**config.mk**
```make
export PLATFORM = sky130hd
export DESIGN_NAME = button_conditioner
export DESIGN_NICKNAME = d
export VERILOG_FILES = /design/src/rtl/btn_pkg.sv /design/src/rtl/sync_2ff.sv /design/src/rtl/button_conditioner.sv
export SDC_FILE = /design/constraint.sdc
export NUM_CORES = 1
export LEC_CHECK = 0
export ABC_AREA = 0
export CORE_AREA = 4 4 61 63
export CTS_CLUSTER_SIZE = 14
export DETAILED_ROUTE_END_ITERATION = 12
export DIE_AREA = 0 0 65 67
export GPL_TIMING_DRIVEN = 0
export HOLD_SLACK_MARGIN = 0.12
export PLACE_DENSITY_LB_ADDON = 0.08
export SYNTH_ARGS = -nofsm -noshare
export SYNTH_HDL_FRONTEND = slang
export SYNTH_SLANG_ARGS = --single-unit
```
**constraint.sdc**
```tcl
create_clock -name clk -period 2.7 [get_ports clk]
set_input_delay 0.81 -clock clk [delete_from_list [all_inputs] [get_ports clk]]
set_output_delay 0.81 -clock clk [all_outputs]
set_load 0.1 [all_outputs]
```
**src/rtl/btn_pkg.sv**
```systemverilog
// -----------------------------------------------------------------------------
// btn_pkg
// Shared definitions for the push-button conditioning path:
//   - btn_state_e : debounce FSM states
//   - DEF_*       : default timing constants (cycles at 100 MHz)
//   - cnt_width() : counter width wide enough for the largest timing constant
// -----------------------------------------------------------------------------
package btn_pkg;

    typedef enum logic [1:0] {
        IDLE         = 2'd0,
        PRESS_WAIT   = 2'd1,
        HELD         = 2'd2,
        RELEASE_WAIT = 2'd3
    } btn_state_e;

    localparam int DEF_DEBOUNCE_CYCLES = 1_000_000;
    localparam int DEF_REPEAT_DELAY    = 50_000_000;
    localparam int DEF_REPEAT_PERIOD   = 10_000_000;

    // One extra bit above $clog2 of the largest count so the saturation
    // value is never a legal compare target.
    function automatic int cnt_width(input int a, input int b, input int c);
        int m;
        m = (a > b) ? a : b;
        m = (c > m) ? c : m;
        return $clog2(m) + 1;
    endfunction

endpackage

```
**src/rtl/sync_2ff.sv**
```systemverilog
// -----------------------------------------------------------------------------
// sync_2ff
// Two-flop synchroniser bringing an asynchronous 1-bit input into clk.
// Ports:
//   clk   in  destination clock
//   rst_n in  asynchronous active-low reset (both flops clear to 0)
//   d     in  asynchronous input
//   q     out synchronised output (two clk edges of latency)
// -----------------------------------------------------------------------------
module sync_2ff (
    input  logic clk,
    input  logic rst_n,
    input  logic d,
    output logic q
);

    logic meta_r;
    logic q_r;

    // Metastability-settling flop pair.
    always_ff @(posedge clk or negedge rst_n) begin
        if (!rst_n) begin
            meta_r <= 1'b0;
            q_r    <= 1'b0;
        end else begin
            meta_r <= d;
            q_r    <= meta_r;
        end
    end

    assign q = q_r;

endmodule

```
**src/rtl/button_conditioner.sv**
```systemverilog
// -----------------------------------------------------------------------------
// button_conditioner
// Synchronises, debounces and edge-detects a raw push-button, giving a clean
// level plus one-cycle press/release pulses usable as a count enable.
// Optional macro: BTN_AUTO_REPEAT_EN -- adds auto-repeat press pulses while
// the button is held (REPEAT_DELAY then every REPEAT_PERIOD cycles).
// Ports:
//   clk           in  system clock
//   reset         in  asynchronous active-low reset
//   btn_in        in  raw bouncing button pin
//   btn_level     out debounced level
//   press_pulse   out one-cycle pulse on accepted press / auto-repeat
//   release_pulse out one-cycle pulse on accepted release
//   repeat_active out high while auto-repeat is running (0 without macro)
// -----------------------------------------------------------------------------
module button_conditioner
    import btn_pkg::*;
#(
    parameter int DEBOUNCE_CYCLES = DEF_DEBOUNCE_CYCLES,
    parameter int REPEAT_DELAY    = DEF_REPEAT_DELAY,
    parameter int REPEAT_PERIOD   = DEF_REPEAT_PERIOD
) (
    input  logic clk,
    input  logic reset,
    input  logic btn_in,
    output logic btn_level,
    output logic press_pulse,
    output logic release_pulse,
    output logic repeat_active
);

    localparam int            CW      = cnt_width(DEBOUNCE_CYCLES, REPEAT_DELAY, REPEAT_PERIOD);
    localparam logic [CW-1:0] DB_LAST = CW'(DEBOUNCE_CYCLES - 1);
    localparam logic [CW-1:0] CNT_MAX = '1;

    logic          btn_sync;
    btn_state_e    state_r;
    logic [CW-1:0] db_cnt_r;
    logic          level_r;
    logic          press_r;
    logic          release_r;
    logic          repeat_fire_s;

    function automatic logic [CW-1:0] sat_inc(input logic [CW-1:0] v);
        return (v == CNT_MAX) ? v : v + CW'(1);
    endfunction

    sync_2ff u_sync (
        .clk   (clk),
        .rst_n (reset),
        .d     (btn_in),
        .q     (btn_sync)
    );

    // Debounce FSM with registered level and pulse outputs. Entering a WAIT
    // state loads 1 because that cycle's stable sample already counts.
    always_ff @(posedge clk or negedge reset) begin
        if (!reset) begin
            state_r   <= IDLE;
            db_cnt_r  <= '0;
            level_r   <= 1'b0;
            press_r   <= 1'b0;
            release_r <= 1'b0;
        end else begin
            press_r   <= 1'b0;
            release_r <= 1'b0;
            case (state_r)
                IDLE: begin
                    if (btn_sync) begin
                        state_r  <= PRESS_WAIT;
                        db_cnt_r <= CW'(1);
                    end else begin
                        db_cnt_r <= '0;
                    end
                end
                PRESS_WAIT: begin
                    if (!btn_sync) begin
                        state_r  <= IDLE;
                        db_cnt_r <= '0;
                    end else if (db_cnt_r == DB_LAST) begin
                        state_r  <= HELD;
                        db_cnt_r <= '0;
                        level_r  <= 1'b1;
                        press_r  <= 1'b1;
                    end else begin
                        db_cnt_r <= sat_inc(db_cnt_r);
                    end
                end
                HELD: begin
                    if (!btn_sync) begin
                        state_r  <= RELEASE_WAIT;
                        db_cnt_r <= CW'(1);
                    end else begin
                        db_cnt_r <= '0;
                        press_r  <= repeat_fire_s;
                    end
                end
                RELEASE_WAIT: begin
                    if (btn_sync) begin
                        state_r  <= HELD;
                        db_cnt_r <= '0;
                    end else if (db_cnt_r == DB_LAST) begin
                        state_r   <= IDLE;
                        db_cnt_r  <= '0;
                        level_r   <= 1'b0;
                        release_r <= 1'b1;
                    end else begin
                        db_cnt_r <= sat_inc(db_cnt_r);
                    end
                end
                default: begin
                    state_r  <= IDLE;
                    db_cnt_r <= '0;
                    level_r  <= 1'b0;
                end
            endcase
        end
    end

`ifdef BTN_AUTO_REPEAT_EN
    localparam logic [CW-1:0] DLY_LAST = CW'(REPEAT_DELAY - 1);
    localparam logic [CW-1:0] PER_LAST = CW'(REPEAT_PERIOD - 1);

    logic [CW-1:0] hold_cnt_r;
    logic          rep_r;
    logic          accept_release_s;

    assign accept_release_s = (state_r == RELEASE_WAIT) && !btn_sync && (db_cnt_r == DB_LAST);
    // Hold counter only advances in HELD with the button still down; the
    // first target is the initial delay, later targets the repeat period.
    assign repeat_fire_s = (state_r == HELD) && btn_sync &&
                           (rep_r ? (hold_cnt_r == PER_LAST) : (hold_cnt_r == DLY_LAST));

    // Auto-repeat hold timer; frozen while a release is being debounced so
    // a release glitch does not restart the repeat timing.
    always_ff @(posedge clk or negedge reset) begin
        if (!reset) begin
            hold_cnt_r <= '0;
            rep_r      <= 1'b0;
        end else if ((state_r == HELD) && btn_sync) begin
            if (repeat_fire_s) begin
                hold_cnt_r <= '0;
                rep_r      <= 1'b1;
            end else begin
                hold_cnt_r <= sat_inc(hold_cnt_r);
            end
        end else if ((state_r == IDLE) || accept_release_s) begin
            hold_cnt_r <= '0;
            rep_r      <= 1'b0;
        end else begin
            hold_cnt_r <= hold_cnt_r;
        end
    end

    assign repeat_active = rep_r;
`else
    assign repeat_fire_s = 1'b0;
    assign repeat_active = 1'b0;
`endif

    assign btn_level     = level_r;
    assign press_pulse   = press_r;
    assign release_pulse = release_r;

endmodule

```
==> impl_metrics.py <==
metrics = {
    "outcome": {
        "outcome": "complete, no violations",
    },
    "clocking": {
        "cts_tree": "built",
        "hold_buffers": 0,
        "htreeDepth": 2,
        "cts_root_buf": "clkbuf_4",
        "cts_sinks": 34,
        "numCtsBuffers": 5,
        "worstSkewPairLatency_ps": 340,
        "clk_pin_slew_ps": 110,
        "clockBufferDepth": 2,
    },
    "final_layout": {
        "finalNetCount": 206,
        "instances_no_fill": 249,
        "syn_to_final_growth_pct": 9.079,
        "fillerInstances": 280,
        "n_antenna_cell": 0,
        "drive_above_1_share_pct": 11.82,
    },
    "logic_synthesis": {
        "ys_seq_elements": 34,
        "synth_edf_count": 0,
        "ys.flop_type": "dfrtp_1",
        "synth_nets": 194,
        "syn-instance-count": 190,
        "ys_async_sr_fraction_pct": 100.0,
        "ys_warn_count": 0,
        "avgSynthCellArea_sq_um": 9.792,
        "ys_seq_area_share_pct": 45.73,
        "syn-cell-area_sq_um": 1861,
        "yosysUniqueCellTypes": 45,
    },
    "hold_path": {
        "hold_path.class": "reg2reg",
    },
    "drt": {
        "drtAntennaViolNets": 0,
        "via_per_inst": 6.173,
        "vias": 1537,
        "drt_iter0_markers": 130,
        "dr.pass1.iters": 4,
        "drt_wl_total_mm": 4.174,
        "drc": 0,
        "wl_per_cell_um": 16.76,
    },
    "setup_path": {
        "r2r_slack_ps": 330,
        "cp_max_fo": 1,
        "cpMaxStageDelayCell": "clkdlybuf4s50_1",
        "cp.depth": 1,
        "r2r-end": "db_cnt_r[18]$_DFF_PN0_",
        "path_delay_family": "buffers and inverters",
        "critPathArrivalTime_ps": 1800,
        "critPathKind": "reg2out",
        "start_kind": "flip-flop",
        "endpoint_kind": "output pin",
        "crit_chain": "clkdlybuf4s50_1",
        "required_ps": 1890,
        "reg2reg_from": "db_cnt_r[0]$_DFF_PN0_",
        "max_stage_delay_ps": 1120,
        "worst-path-buf-inv": 1,
        "crit_end": "press_pulse",
        "startpoint": "press_pulse$_DFF_PN0_",
        "worstRegToRegCells": 6,
    },
    "global_route": {
        "grt_max_degree": 35,
        "grt_pass1_vias": 1508,
        "antenna_found_initial": 0,
        "grt_usage_pct": 21.80,
        "grt_pass1_wl_mm": 7.169,
        "overflow": 0,
    },
    "timing": {
        "clock_skew_ps": 11.74,
        "post-route-period-util_pct": 96.62,
        "slew_headroom_pct": 35.48,
        "final-setup-viol-count": 0,
        "fmax_mhz": 383.3,
        "maxSlewViolCount": 0,
        "worst_pin_slew_ps": 966.2,
        "rsz0062_at_grt": "no",
        "finalHoldViolations": 0,
        "setup_tns_ps": 0,
        "period_minus_slack_ps": 2609,
        "fin_ws_ps": 91.31,
    },
    "placement": {
        "dp_hpwl_mm": 2.983,
        "place_ws_ps": 393.9,
        "routabilityCongestion": 0.8761,
        "dp_cells": 241,
        "io_buffers": 5,
    },
    "floorplan": {
        "start_util_pct": 57.57,
        "die_area_sq_um": 4355,
        "core_sq_um": 3232,
        "rows": 21,
        "die_width_um": 65,
        "die_y_um": 67,
        "num_io_pins": 7,
    },
    "power": {
        "powerDensity_nw_per_um2": 419.9,
        "ir_drop_uv": 352.8,
        "p_leak_uw": 0.0007968,
    },
    "job": {
        "drv_cap": 0,
    },
}
[cell families (layout without fill, tap and decap cells)]
group,after synthesis,in the layout,synth area share (%)
DFF,34,34,45.73
buffers and inverters,8,21,2.757
AOI/OAI and AO/OA,37,37,14.53
adders and majority gates,1,1,0.6724
muxes,2,2,1.143
other,1,1,0.2016
and+or+nand+nor,97,97,30.26
xor gates and xnor gates,10,10,4.708
[where the power goes]
part | leakage, uW | internal (uW) | switching [uW]
Clock | 0.0000343 | 125 | 172
Sequential | 0.000466 | 513 | 4.12
Combinational | 0.000297 | 8.89 | 28.9
Total | 0.000797 | 647 | 205
[sequential cells by signal (all words and copies together) (netlist names), named ones only]
| register | flops |
|---|---|
| btn_level | 1 |
| db_cnt_r | 27 |
| press_pulse | 1 |
| release_pulse | 1 |
| state_r | 1 |
| u_sync.meta_r | 1 |
| u_sync.q | 1 |
[worst min-delay path by stage]
stage	slack [ps]	to	cells after the start	from
floorplan	330	u_sync.q$_DFF_PN0_	0	u_sync.meta_r$_DFF_PN0_
global placement	340	u_sync.q$_DFF_PN0_	0	u_sync.meta_r$_DFF_PN0_
detailed placement	360	u_sync.q$_DFF_PN0_	0	u_sync.meta_r$_DFF_PN0_
CTS	390	u_sync.q$_DFF_PN0_	0	u_sync.meta_r$_DFF_PN0_
global route	390	u_sync.q$_DFF_PN0_	0	u_sync.meta_r$_DFF_PN0_
finish	380	u_sync.q$_DFF_PN0_	0	u_sync.meta_r$_DFF_PN0_
[layout by cell type, fill, tap and decap left out, types with 3 or more instances in the layout]
| cell type | instances |
|---|---|
| dfrtp_1 | 34 |
| nand2_1 | 20 |
| nor2_1 | 15 |
| nand3_1 | 10 |
| or3_1 | 8 |
| a21oi_1 | 8 |
| nor3_1 | 7 |
| xnor2_1 | 7 |
| nor4_1 | 6 |
| or4_1 | 6 |
| o21ai_0 | 6 |
| nand4_1 | 5 |
| and3_1 | 5 |
| clkbuf_4 | 5 |
| a31oi_1 | 4 |
| and4_1 | 3 |
| xor2_1 | 3 |
| buf_2 | 3 |
| inv_1 | 3 |
| o31ai_1 | 3 |
| a21oi_2 | 3 |
| clkdlybuf4s50_1 | 3 |
[area by class of cell]
cell class / instances / area, sq um / area share [%]
Sequential cell: 34 / 850.8 / 41.92
Tap cell: 46 / 57.56 / 2.836
Clock buffer: 6 / 51.30 / 2.528
Timing Repair Buffer: 5 / 47.55 / 2.343
Clock inverter: 2 / 12.51 / 0.6165
Multi-Input combinational cell: 148 / 958.4 / 47.23
Buffer: 5 / 40.04 / 1.973
Inverter: 3 / 11.26 / 0.5549
[layer usage]
layer	GRT usage (%)	part of all wire, %	up-vias
met3	4.384	4.8	11
met5	0	0	-
met2	34.23	48	45
li1	-	-	742
met4	11.35	2.2	0
met1	28.33	45	739
[Yosys cell counts (all sizes together) (2+ instances only)]
master | n | area share, %
buf | 5 | 2.2
o211ai | 2 | 0.81
nor4 | 8 | 3.8
nand2b | 2 | 0.67
o21ai | 8 | 2.8
or4 | 6 | 2.4
nand3 | 10 | 2.7
o21a | 2 | 0.81
xnor2 | 7 | 3.3
a31oi | 4 | 1.3
nand4 | 6 | 2.8
nand2 | 20 | 4.0
and4 | 3 | 1.4
a21oi | 11 | 3.6
nor4b | 2 | 0.94
o31ai | 3 | 1.2
nand3b | 2 | 0.81
xor2 | 3 | 1.4
or3 | 8 | 2.7
nor3 | 7 | 1.9
and3 | 5 | 1.7
inv | 3 | 0.61
dfrtp | 34 | 46
nor2 | 15 | 3.0
a2111oi | 2 | 0.94
[per-stage QoR]
| stage | area [sq um] | total power, uW | hold slack [ps] | util (%) |
|---|---|---|---|---|
| final | 2029 | 852.2 | 377.4 | 62.80 |
| after global routing | 2029 | 888.2 | 390.9 | 62.80 |
| after CTS | 2027 | 861.6 | 385.4 | 62.72 |
| after detailed placement | 1963 | 565.5 | 359.0 | 60.74 |
| after global placement | 1968 | 565.2 | 339.6 | 60.90 |
| after floorplan | 1861 | 547.3 | 331.2 | - |
[timing repair]
action / in CTS / in global routing
gates resized for setup: 0 / 1
endpoints found under the setup margin: 0 / 1
buffers inserted: 0 / 0
Note: power is estimated with default switching activity, not from simulation.
